<file path="config.mk">
export PLATFORM = sky130hd
export DESIGN_NAME = instruction_fetch_unit_flat
export DESIGN_NICKNAME = d
export VERILOG_FILES = /design/src/rtl/instruction_fetch_unit_if.sv /design/src/rtl/instruction_fetch_unit.sv /design/src/flat_wrapper.sv
export SDC_FILE = /design/constraint.sdc
export NUM_CORES = 1
export LEC_CHECK = 0
export ABC_AREA = 1
export BUFFER_PORTS_ARGS = -buffer_cell sky130_fd_sc_hd__buf_4
export CAP_MARGIN = 20
export CORE_ASPECT_RATIO = 0.8
export CORE_MARGIN = 2
export CORE_UTILIZATION = 37
export DETAILED_ROUTE_END_ITERATION = 8
export PLACE_DENSITY = 0.78
export SLEW_MARGIN = 20
export SYNTH_ARGS = -nofsm -noshare
export SYNTH_HDL_FRONTEND = slang
export SYNTH_SLANG_ARGS = --single-unit
</file>
<file path="constraint.sdc">
create_clock -name clk -period 1.4 [get_ports clk]
set_input_delay 0.21 -clock clk [delete_from_list [all_inputs] [get_ports clk]]
set_output_delay 0.21 -clock clk [all_outputs]
set_load 0.05 [all_outputs]
</file>
<file path="src/rtl/instruction_fetch_unit_if.sv">
// Instruction memory bus between the fetch unit (master) and a
// synchronous-read instruction memory (slave). The memory registers
// mem[icache_addr] on each clock edge and returns it on icache_data.
interface instruction_fetch_unit_if;
  logic [29:0] icache_addr;
  logic [31:0] icache_data;

  modport master (output icache_addr, input  icache_data);
  modport slave  (input  icache_addr, output icache_data);
endinterface

</file>
<file path="src/rtl/instruction_fetch_unit.sv">
// Instruction fetch stage: owns the fetch PC, drives the word address of a
// one-cycle-latency instruction memory from next-PC so sequential fetch has
// no bubbles, and presents pc/instruction/valid/fault to decode. Handles
// decode stalls, branch/jump redirects and misaligned redirect targets.
// Optional perf counters are built when FETCH_PERF_CNT_EN is defined;
// otherwise fetch_cnt/bubble_cnt read as zero and no counter flops exist.
module instruction_fetch_unit #(
  parameter logic [31:0] RESET_PC        = 32'h0000_0000,
  parameter int          IMEM_WORDS_LOG2 = 12
) (
  input  logic                 clk,
  input  logic                 rst,
  input  logic                 stall,
  input  logic                 redirect_en,
  input  logic [31:0]          redirect_pc,
  instruction_fetch_unit_if.master imem,
  output logic [31:0]          pc_out,
  output logic [31:0]          inst_out,
  output logic                 valid_out,
  output logic                 fault_out,
  output logic                 misalign_err,
  output logic [31:0]          fetch_cnt,
  output logic [31:0]          bubble_cnt
);

  typedef enum logic {BOOT = 1'b0, RUN = 1'b1} st_e;

  st_e         st_q, st_d;
  logic [31:0] pc_q, pc_d;
  logic        misalign_q, misalign_d;

  // Next-PC select and FSM next state. The same npc feeds the memory address,
  // so the word latched at this edge is the one presented next cycle.
  always_comb begin
    pc_d = pc_q + 32'd4;
    st_d = RUN;
    if (rst) begin
      pc_d = RESET_PC;
      st_d = BOOT;
    end else if (redirect_en) begin
      pc_d = {redirect_pc[31:2], 2'b00};
    end else if (st_q == BOOT || stall) begin
      pc_d = pc_q;
    end
  end

  // Misaligned redirect flag: low bits are dropped, the event is remembered.
  always_comb begin
    misalign_d = misalign_q | (redirect_en & (|redirect_pc[1:0]));
    if (rst) misalign_d = 1'b0;
  end

  // Fetch PC, state and sticky error registers.
  always_ff @(posedge clk) begin
    if (rst) begin
      pc_q       <= RESET_PC;
      st_q       <= BOOT;
      misalign_q <= 1'b0;
    end else begin
      pc_q       <= pc_d;
      st_q       <= st_d;
      misalign_q <= misalign_d;
    end
  end

  assign imem.icache_addr = pc_d[31:2];
  assign pc_out           = pc_q;
  assign inst_out         = imem.icache_data;
  assign valid_out        = (st_q == RUN);
  assign misalign_err     = misalign_q;
  // Anything above the memory's byte range is a fault; the memory reads 0 there.
  assign fault_out        = valid_out & ((pc_q >> (IMEM_WORDS_LOG2 + 2)) != 32'd0);

`ifdef FETCH_PERF_CNT_EN
  logic [31:0] fetch_cnt_q, fetch_cnt_d;
  logic [31:0] bubble_cnt_q, bubble_cnt_d;

  // Accepted-instruction and bubble counters, wrapping modulo 2^32.
  always_comb begin
    fetch_cnt_d  = fetch_cnt_q;
    bubble_cnt_d = bubble_cnt_q;
    if (valid_out && !stall) fetch_cnt_d  = fetch_cnt_q + 32'd1;
    if (!valid_out)          bubble_cnt_d = bubble_cnt_q + 32'd1;
  end

  // Counter registers, cleared by reset.
  always_ff @(posedge clk) begin
    if (rst) begin
      fetch_cnt_q  <= 32'd0;
      bubble_cnt_q <= 32'd0;
    end else begin
      fetch_cnt_q  <= fetch_cnt_d;
      bubble_cnt_q <= bubble_cnt_d;
    end
  end

  assign fetch_cnt  = fetch_cnt_q;
  assign bubble_cnt = bubble_cnt_q;
`else
  assign fetch_cnt  = 32'h0;
  assign bubble_cnt = 32'h0;
`endif

endmodule

</file>
<file path="src/flat_wrapper.sv">
// flat-port wrapper written by rule: the top's interface ports become plain ports
module instruction_fetch_unit_flat 
#(
  parameter logic [31:0] RESET_PC        = 32'h0000_0000,
  parameter int          IMEM_WORDS_LOG2 = 12
)
  (clk, rst, stall, redirect_en, redirect_pc, pc_out, inst_out, valid_out, fault_out, misalign_err, fetch_cnt, bubble_cnt, imem_icache_addr, imem_icache_data);
  instruction_fetch_unit_if imem_i ();
  input  logic clk;
  input  logic rst;
  input  logic stall;
  input  logic redirect_en;
  input  logic [31:0] redirect_pc;
  output logic [31:0] pc_out;
  output logic [31:0] inst_out;
  output logic valid_out;
  output logic fault_out;
  output logic misalign_err;
  output logic [31:0] fetch_cnt;
  output logic [31:0] bubble_cnt;
  output wire logic [$bits(imem_i.icache_addr)-1:0] imem_icache_addr;
  input wire logic [$bits(imem_i.icache_data)-1:0] imem_icache_data;
  assign imem_icache_addr = imem_i.icache_addr;
  assign imem_i.icache_data = imem_icache_data;
  instruction_fetch_unit #(.RESET_PC(RESET_PC), .IMEM_WORDS_LOG2(IMEM_WORDS_LOG2)) u_core (.clk(clk), .rst(rst), .stall(stall), .redirect_en(redirect_en), .redirect_pc(redirect_pc), .imem(imem_i), .pc_out(pc_out), .inst_out(inst_out), .valid_out(valid_out), .fault_out(fault_out), .misalign_err(misalign_err), .fetch_cnt(fetch_cnt), .bubble_cnt(bubble_cnt));
endmodule
</file>
==> out/metrics.csv <==
metric,value,unit
synth_seq_cells,32,
fin_crit,2.10,ns
dr_total_vias,3379,
synth_cell_types,34,
grt_max_degree,31,
start_util,37.7,%
area_growth,72.0,%
hpwlAfterDp,7340,µm
dr.pass1.iters,4,
setup_violations,53,
drc,0,
antenna_found_initial,0,
endpoint_kind,output port,
syn_avg_cell_area,6.34,µm²
clkLatencyLatePin,0.31,ns
routed_wl,10400,µm
gp_congestion,0.970,
dieHeight,84.2,µm
timing.fmax,0.476,GHz
final_cell_mix,"153 x buf_4, 66 x conb_1, 48 x inv_1",
yosys_warnings,0,
cts_max_level,2,
max_slew_margin,67.0,%
layout_commonest_cell,buf_4,
min_path_cells,3,
slew_violations,0,
path_class,flip-flop to output port,
start_kind,flip-flop,
maxCapViolCount,0,
cp_data_required_time,1.19,ns
cts_tree,built,
grt_pass1_vias,3176,
setup_ws,-0.702,ns
numPortBuffers,98,
final_util,64.9,%
rsz0062_at_grt,true,
cts_hold_buffers,0,
whs,0.204,ns
core-area,0.00787,mm²
worst-r2r-cell-count,13,
drtIter0Drc,253,
final_nets,697,
antenna_cells,0,
critPathMaxFanout,4,
numCtsBuffers,5,
ioPinCount,229,
gr-total-overflow,0,
clock_sinks,32,
leakagePower,0.00244,µW
syn-cell-area,0.00297,mm²
ir_worst_vdd,413,µV
status,"finished, violations left",
fill_cells,643,
skew,0.0118,ns
min_period_over_period,150,%
grt_pass1_wl,15400,µm
cts_max_path_buffers,2,
holdCritPathClass,input port to flip-flop,
track_usage,21.8,%
crit_arrival,1.89,ns
syn-instance-count,469,
routed_via_density,4.58,
die_x,104,µm
cts.reportedPaths.clkPinSlew,0.07,ns
finalPower,3920,µW
num_rows,29,
worstMarginPinSlew,0.490,ns
hold_violations,0,
drive_above_1_share,57.6,%
seq_area_frac_synth,21.6,%
dieArea,0.00877,mm²
violations,negative setup slack,
root_buffer,clkbuf_8,
routedWlPerCell,14.1,µm
power_density,768,mW/mm²
ant_nets,0,
[kinds of logic (layout without fill, tap and decap cells)]
family          after synthesis  count (layout)  synth area share, %
other cells                   1              66                0.126
flops                        32              32                 21.6
simple gates                196             197                 31.4
fa+ha+maj                     1               1                0.421
compound gates               53              53                 9.73
xor+xnor                      4               4                 1.18
buf+inv                     182             276                 35.6
[through the flow]
stage	cell area [µm²]	setup TNS, ns	instances	worst slack (ns)
after detailed placement	4300	-9.11	703	-0.393
after global placement	4300	-7.71	703	-0.354
after global routing	5110	-26.46	737	-0.798
after CTS	4750	-18.18	726	-0.664
final	5110	-21.85	737	-0.702
after floorplan	3630	-7.59	534	-0.411
[path summary, 6_finish.rpt]
check	startpoint	endpoint	slack [ns]
max	u_core.pc_out[3]$_SDFF_PP0_	imem_icache_addr[10]	-0.70
min	redirect_pc[0]	u_core.misalign_err$_SDFF_PP0_	0.20
max reg2reg	u_core.pc_out[3]$_SDFF_PP0_	u_core.pc_out[8]$_SDFF_PP0_	-0.41
min reg2reg	u_core.misalign_err$_SDFF_PP0_	u_core.misalign_err$_SDFF_PP0_	0.46
[synth_stat cells, drive strengths merged]
| library cell | count | area (µm²) |
|---|---|---|
| inv | 73 | 274 |
| conb | 1 | 3.75 |
| nor3 | 5 | 25.0 |
| a41oi | 1 | 8.76 |
| nor4 | 2 | 12.5 |
| nor3b | 1 | 7.51 |
| a31oi | 4 | 25.0 |
| nand2 | 79 | 312 |
| ha | 1 | 12.5 |
| dfxtp | 32 | 641 |
| clkbuf | 5 | 18.8 |
| nor2 | 59 | 283 |
| xor2 | 3 | 26.3 |
| clkinv | 1 | 3.75 |
| buf | 103 | 761 |
| or2 | 3 | 18.8 |
| nand3 | 39 | 223 |
| o21ai | 22 | 110 |
| xnor2 | 1 | 8.76 |
| o211ai | 6 | 45.0 |
| nand3b | 2 | 15.0 |
| nand4 | 6 | 37.5 |
| a21oi | 20 | 100 |
[state kept, by name (all words and copies together), names as in the netlist]
signal and cells:
u_core.misalign_err 1, u_core.pc_out 30, u_core.valid_out 1
[power by group]
group / total (µW) / switching [µW] / internal, µW
Combinational: 1950 / 1310 / 635
Sequential: 1060 / 91.5 / 970
Clock: 914 / 395 / 519
Total: 3920 / 1800 / 2120
[timing repair]
action	in CTS	in global routing
setup endpoints to repair	48	58
cloned	1	0
pin swaps	21	30
buffers inserted	14	11
gates resized for setup	59	64
[worst max-delay path, stage by stage, from the launching register on]
cell and delay (ns):
dfxtp_4 0.38, ha_4 0.16, nand3_4 0.09, nor2_4 0.15
buf_4 0.13, buf_4 0.10, nand2_4 0.06, nor2_4 0.13
xnor2_4 0.09, a21oi_4 0.13, buf_6 0.17
[metal layers]
metal  GRT usage (%)  part of all wire (%)  vias to the layer above
met5               0                     0                        -
met4            5.16                  0.87                        0
met3            6.21                   7.7                       20
met2            38.6                    50                      153
met1            26.3                    41                     1586
li1                -                     -                     1620
[layout make-up]
| type | instances | area (µm²) | area share, % |
|---|---|---|---|
| Clock buffer | 5 | 68.8 | 1.35 |
| Clock inverter | 3 | 37.5 | 0.734 |
| Inverter | 74 | 340 | 6.66 |
| Multi-Input combinational cell | 321 | 2110 | 41.3 |
| Sequential cell | 32 | 731 | 14.3 |
| Tap cell | 108 | 135 | 2.64 |
| Timing Repair Buffer | 194 | 1690 | 33.0 |
No activity file was read; power rests on OpenSTA's default activity.
